===== src/rtl/bit_serial_adder.sv =====
// bit_serial_adder: LSB-first serial adder (one full-adder cell plus a carry FF) behind a start/done handshake.
// Define BIT_SERIAL_ADDER_OVF_EN to add a signed-overflow output captured with sum.
module bit_serial_adder #(
    parameter int WIDTH = 8
) (
    input  logic             clk,
    input  logic             rst,
    input  logic             start,
    input  logic [WIDTH-1:0] a,
    input  logic [WIDTH-1:0] b,
    input  logic             carry_in,
    output logic             busy,
    output logic             done,
    output logic [WIDTH-1:0] sum,
    output logic             carry_out
`ifdef BIT_SERIAL_ADDER_OVF_EN
    ,
    output logic             overflow
`endif
);
    localparam int CW = WIDTH > 1 ? $clog2(WIDTH) : 1;
    typedef enum logic [1:0] {IDLE, RUN, DONE} state_t;
    state_t state;
    logic [WIDTH-1:0] a_sh, b_sh, s_sh, s_next;
    logic [CW-1:0] cnt;
    logic c, s, c_next;
    assign s = a_sh[0] ^ b_sh[0] ^ c;
    assign c_next = (a_sh[0] & b_sh[0]) | (c & (a_sh[0] ^ b_sh[0]));
    // Written as shifts so WIDTH=1 needs no empty part-select
    assign s_next = (s_sh >> 1) | (WIDTH'(s) << (WIDTH - 1));
    // Results are captured on the last RUN edge so they are valid in the same cycle done is high
    always_ff @(posedge clk) begin
        if (rst) begin
            state     <= IDLE;
            busy      <= 1'b0;
            done      <= 1'b0;
            sum       <= '0;
            carry_out <= 1'b0;
            a_sh      <= '0;
            b_sh      <= '0;
            s_sh      <= '0;
            cnt       <= '0;
            c         <= 1'b0;
`ifdef BIT_SERIAL_ADDER_OVF_EN
            overflow  <= 1'b0;
`endif
        end else begin
            case (state)
                IDLE: if (start) begin
                    a_sh  <= a;
                    b_sh  <= b;
                    c     <= carry_in;
                    cnt   <= '0;
                    busy  <= 1'b1;
                    state <= RUN;
                end
                RUN: begin
                    a_sh <= a_sh >> 1;
                    b_sh <= b_sh >> 1;
                    s_sh <= s_next;
                    c    <= c_next;
                    cnt  <= cnt + CW'(1);
                    if (cnt == CW'(WIDTH - 1)) begin
                        state     <= DONE;
                        done      <= 1'b1;
                        sum       <= s_next;
                        carry_out <= c_next;
`ifdef BIT_SERIAL_ADDER_OVF_EN
                        overflow  <= c ^ c_next;
`endif
                    end
                end
                DONE: begin
                    done  <= 1'b0;
                    busy  <= 1'b0;
                    state <= IDLE;
                end
                default: state <= IDLE;
            endcase
        end
    end
endmodule


===== config.mk =====
export PLATFORM = sky130hd
export DESIGN_NAME = bit_serial_adder
export DESIGN_NICKNAME = d
export VERILOG_FILES = /design/src/rtl/bit_serial_adder.sv
export SDC_FILE = /design/constraint.sdc
export NUM_CORES = 1
export LEC_CHECK = 0
export ABC_AREA = 1
export BUFFER_PORTS_ARGS = -buffer_cell sky130_fd_sc_hd__buf_2
export CORE_MARGIN = 4
export CORE_UTILIZATION = 49
export CTS_CLUSTER_SIZE = 25
export DETAILED_ROUTE_END_ITERATION = 8
export GPL_ROUTABILITY_DRIVEN = 0
export PLACE_DENSITY = 0.86
export SLEW_MARGIN = 5
export SYNTH_ARGS = -nofsm -noshare
export SYNTH_HDL_FRONTEND = slang
export SYNTH_SLANG_ARGS = --single-unit

===== constraint.sdc =====
create_clock -name clk -period 1.1 [get_ports clk]
set_input_delay 0.055 -clock clk [delete_from_list [all_inputs] [get_ports clk]]
set_output_delay 0.055 -clock clk [all_outputs]
set_load 0.05 [all_outputs]

=== Word-level counts from Yosys, hierarchy flattened ===
Cells that the tools add are included.

* Flip-flop bits (word level): 41
* Bits of input ports: 20
* Output and inout bits: 11
* Word-level logic and storage cells: 46

* Add/sub/neg operators: 1
* Equality and inequality tests: 5
* Multiplexer cells: 15
* Bitwise operators: 6
* Reductions and logical operators: 9

{| class="wikitable"
|+ Operators with widths
! operator !! count
|-
| case mux 8 bit (2 select lines) || 2
|-
| two-way mux 8 bit || 2
|-
| AND reduction 2 bit || 5
|-
| bitwise OR 7 x 8 -> 8 bit || 1
|-
| case mux 1 bit (2 select lines) || 3
|-
| case mux 3 bit (2 select lines) || 1
|-
| nonzero test 2 bit || 3
|-
| two-way mux 2 bit || 2
|-
| inequality test 2 bit (second input constant) || 2
|-
| case mux 2 bit (2 select lines) || 1
|-
| adder 3 x 1 -> 3 bit (second input constant) || 1
|-
| equality test 3 bit (second input constant) || 1
|-
| two-way mux 1 bit || 3
|-
| two-way mux 3 bit || 1
|-
| AND 1 bit || 2
|-
| equality test 2 x 1 -> 1 bit (second input constant) || 1
|-
| equality test 2 bit (second input constant) || 1
|-
| logical NOT 2 bit || 1
|-
| XOR 1 bit || 2
|-
| bitwise OR 1 bit || 1
|}

=== Depth between registers and ports, before layout ===
* Depth after elaboration: 4
* Depth in mapped cells: 7
* Gate-level depth less buffers: 6

=== Worst setup path before layout ===
OpenSTA, ideal clock, no wires.

* Path kind: reg-to-reg
* From: reg cnt[0]
* To: reg sum[0]
* Setup time: 113 ps
* Arrival: 1116 ps
* Required time: 987 ps
* Path slack: -129 ps
* Stages on the path, launching flop included: 8
* Buffers on the path: 1
* Period minus slack after synthesis: 1229 ps
* Cell sequence: dfxtp_1 > ha_1 > ha_1 > nand2_1 > buf_2 > nand2_1 > nand2_1 > nor2_1

* Longest elaborated chain between the ends: 2

{| class="wikitable"
|+ Ends and longest elaborated chain
! element !! RTL line !! RTL
|-
| from (decl) || 25 || <nowiki>logic [CW-1:0] cnt;</nowiki>
|-
| from (signal assigned) || 62 || <nowiki>cnt <= cnt + CW'(1);</nowiki>
|-
| equality test 3 bit || 63 || <nowiki>if (cnt == CW'(WIDTH - 1)) begin</nowiki>
|-
| AND reduction 2 bit (no source line) || -- ||
|-
| to (signal assigned) || 66 || <nowiki>sum <= s_next;</nowiki>
|-
| to (decl) || 14 || <nowiki>output logic [WIDTH-1:0] sum,</nowiki>
|}

Every way passes these cells.
A chain may end at the register's enable or synchronous reset.

=== Worst setup path in the final report ===
* From: reg cnt[0]
* To: reg state[0]

* Longest elaborated chain between the ends: 3

{| class="wikitable"
|+ Ends and longest elaborated chain
! element !! RTL line !! RTL
|-
| equality test 3 bit || 63 ||
|-
| inequality test 2 bit (no source line) || -- ||
|-
| AND reduction 2 bit (no source line) || -- ||
|-
| to (signal assigned) || 64 || <nowiki>state <= DONE;</nowiki>
|-
| to (signal assigned) || 76 || <nowiki>state <= IDLE;</nowiki>
|-
| to (signal assigned) || 78 || <nowiki>default: state <= IDLE;</nowiki>
|-
| to (decl) || 23 || <nowiki>state_t state;</nowiki>
|}

Every way passes these cells.

==> impl_results.md <==
* Outcome: finished, violations left
* Failing checks: setup timing
* RSZ-0062 raised after global routing: true
* M3 GR Usage at 4.105%
* Antenna-violating nets left at 0
* Required time worst endpoint at 1.37 ns
* CTS Root Cell: clkbuf_4
* WL/cell at 9.868 microns
* Total CTS buffers at 5
* Largest net degree at the start of global routing at 36
* CTS tree: built
* Synth cell types at 19
* Sequential area share after synthesis at 45.39%
* Die height at 68.01 microns
* Flop-to-flop setup slack at -0.01 ns
* Grt peak-use layer: met2
* Ports at 31
* DR vias at 1635
* First-pass iteration count of the detailed router at 4
* Initial DRC Count at 59
* WS Path Type: reg -> reg
* Crit end category: flop
* H-tree levels at 2
* Number of setup violations in the final report at 3
* Fin Clk Skew at 0.01357 ns
* Max cap viols at 0
* Drt total wl at 3503 microns
* Sw Share at 24.14%
* Hold_sp: a[4]
* Max-slew headroom at 83.09%
* Reg power frac at 49.1%
* Clock share of power at 35.6%
* First-pass GRT wire length at 5754 microns
* I/O Buffers at 30
* Layout Nets at 332
* Clock sinks at 40
* FF-to-FF End: state[0]
* Grt ovf at 0
* CTS max path bufs at 2
* Met1 Use GR at 19.05%
* Final WS setup at -0.01226 ns
* Initial antenna violation count at 0
* Worst setup path startpoint: cnt[0]
* Total GRT Usage at 16.26%
* Met2 usage at 28.04%
* Initial Utilization at 51.65%
* Crit path DAT at 1.39 ns
* Post-Syn Area at 1764 sq um
* Clock latency at the later pin of the worst-skew pair at 0.35 ns
* Hold depth at 5
* Post-synthesis cell count at 268
* Pwr/cell area at 1437 nW/um^2
* Hold WC Path Type: in -> reg
* Slew Limit Fails at 0
* P_leak at 1.157 nW
* Final hold slack at 0.01347 ns
* Worst-path maximum fanout at 3
* Min Tclk post-route at 1.112 ns
* Worst reg-to-reg path cell count at 4
* Fmax at 899.1 MHz
* Internal power at 2.450 mW
* Core Rows at 21
* Comb pwr share at 15.4%
* Post-route DRC at 0
* DP HPWL at 2326 microns
* Routed vias/inst at 4.606
* Startpoint Class: flop
* Fin. Hold Viols at 0
* Die width at 68.01 microns
* End point of the worst hold path: a_sh[4]
* Diode count at 0
* Final Util at 65.79%
* Synth Net Count at 291
* Area Overhead vs Synth at 27.38%
* Vias in the first global route at 1416
* Clock slew at reported path FFs at 0.12 ns
* Share of layout cells above drive strength 1 at 22.65%
* Setup tns final at -0.02428 ns
* Yosys Warn Count at 0
* Synthesis-stage register bit count at 40
* Ratio of final minimum period to clock period at 101.1%
* Max VDD drop at 0.001085 V
* Worst-Margin Slew at 0.2555 ns
* RR Startpoint: cnt[0]
* Die area at 4625 sq um
* Syn avg cell area at 6.583 sq um
* Core box area at 3416 sq um
* Psw at 0.7796 mW
==> critical path: stages (launching register included) <==
cell     delay (ns)
dfxtp_4        0.38
ha_4           0.16
ha_4           0.17
or2_4          0.23
a21oi_2        0.11
==> how the worst max path moves through the flow <==
stage,end,slack [ns],depth (start not counted)
detailed placement,s_sh[7],-0.07,3
global placement,sum[4],-0.01,6
CTS,s_sh[7],-0.02,3
finish,state[0],-0.01,4
floorplan,s_sh[7],0.002,3
global route,sum[0],-0.09,6
==> cell type report <==
class | instances | area [sq um]
Fill cell | 296 | 1169
Multi-Input combinational cell | 188 | 850.8
Sequential cell | 40 | 812.0
Timing Repair Buffer | 46 | 321.6
Inverter | 28 | 107.6
Clock inverter | 2 | 60.06
Tap cell | 46 | 57.56
Clock buffer | 5 | 37.54
==> metrics by stage <==
step	power, mW	setup WS [ns]	cell area (sq um)	std cells
after floorplan	1.926	0.001696	1788	268
after detailed placement	2.046	-0.06985	1992	340
final	3.230	-0.01226	2247	355
after CTS	3.209	-0.02227	2165	353
after global placement	2.030	-0.01243	1992	340
after global routing	3.401	-0.08787	2247	355
==> layer usage <==
layer  part of all wire [%]  wire [microns]  up-vias
li1                       -               -      879
met1                     45            1566      701
met2                     47            1658       47
met3                    6.2             216        8
met4                    1.7              61        0
met5                      0               0        -
==> what timing repair did <==
item                       CTS  global route
hold endpoints to repair     7             0
setup endpoints to repair   18            36
gates resized for setup      7            16
gates cloned                 0             1
pin swaps                    5             1
hold buffers                 4             0
setup buffers                2             1
==> synth_stat cells <==
master	number	area share, %
nand2_1	86	18
nor2_1	68	14
dfxtp_1	40	45
inv_1	25	5.3
o21ai_0	9	2.6
buf_2	8	2.3
nand3_1	8	2.3
a21oi_1	7	2.0
inv_2	3	0.64
buf_4	2	0.85
ha_1	2	1.4
nand2_2	2	0.71
o21ai_1	2	0.57
buf_6	1	0.64
clkbuf_1	1	0.21
fa_1	1	1.1
nand3_2	1	0.57
nor2_2	1	0.35
or2_1	1	0.35
==> power groups by stage <==
stage                     Clock, mW  Combinational (mW)  Sequential, mW
after floorplan                   0               0.312            1.61
after global placement            0               0.420            1.61
after detailed placement          0               0.433            1.61
after CTS                      1.17               0.454            1.58
after global routing           1.23               0.572            1.60
final                          1.15               0.496            1.58
==> kinds of logic after synthesis <==
group           synth area share, %
compound gates                5.106
fa+ha+maj                     2.553
simple gates                  37.02
flops                         45.39
buf+inv                       9.929
==> registers in the layout (all words and copies together), names as in the netlist <==
signal / count
done: 1
busy: 1
b_sh: 8
c: 1
state: 2
carry_out: 1
sum: 8
s_sh: 7
cnt: 3
a_sh: 8
==> cell usage in the layout (no fill, tap or decap) <==
cell type,n
dfxtp_2,3
nand2_4,3
fa_2,1
inv_1,24
bufinv_16,2
dfxtp_4,2
nand3_1,8
clkbuf_16,1
clkbuf_4,5
nand2_1,85
ha_4,2
a21oi_2,1
nor2_2,1
a21oi_1,6
nor2_1,67
dfxtp_1,35
o21ai_1,3
buf_6,3
buf_4,7
buf_12,1
inv_4,1
o21ai_0,7
inv_2,3
o21ai_2,1
nor2_4,1
nand3_2,1
or2_4,1
dlygate4sd3_1,4
buf_2,30
(Power assumes the default switching activity.)
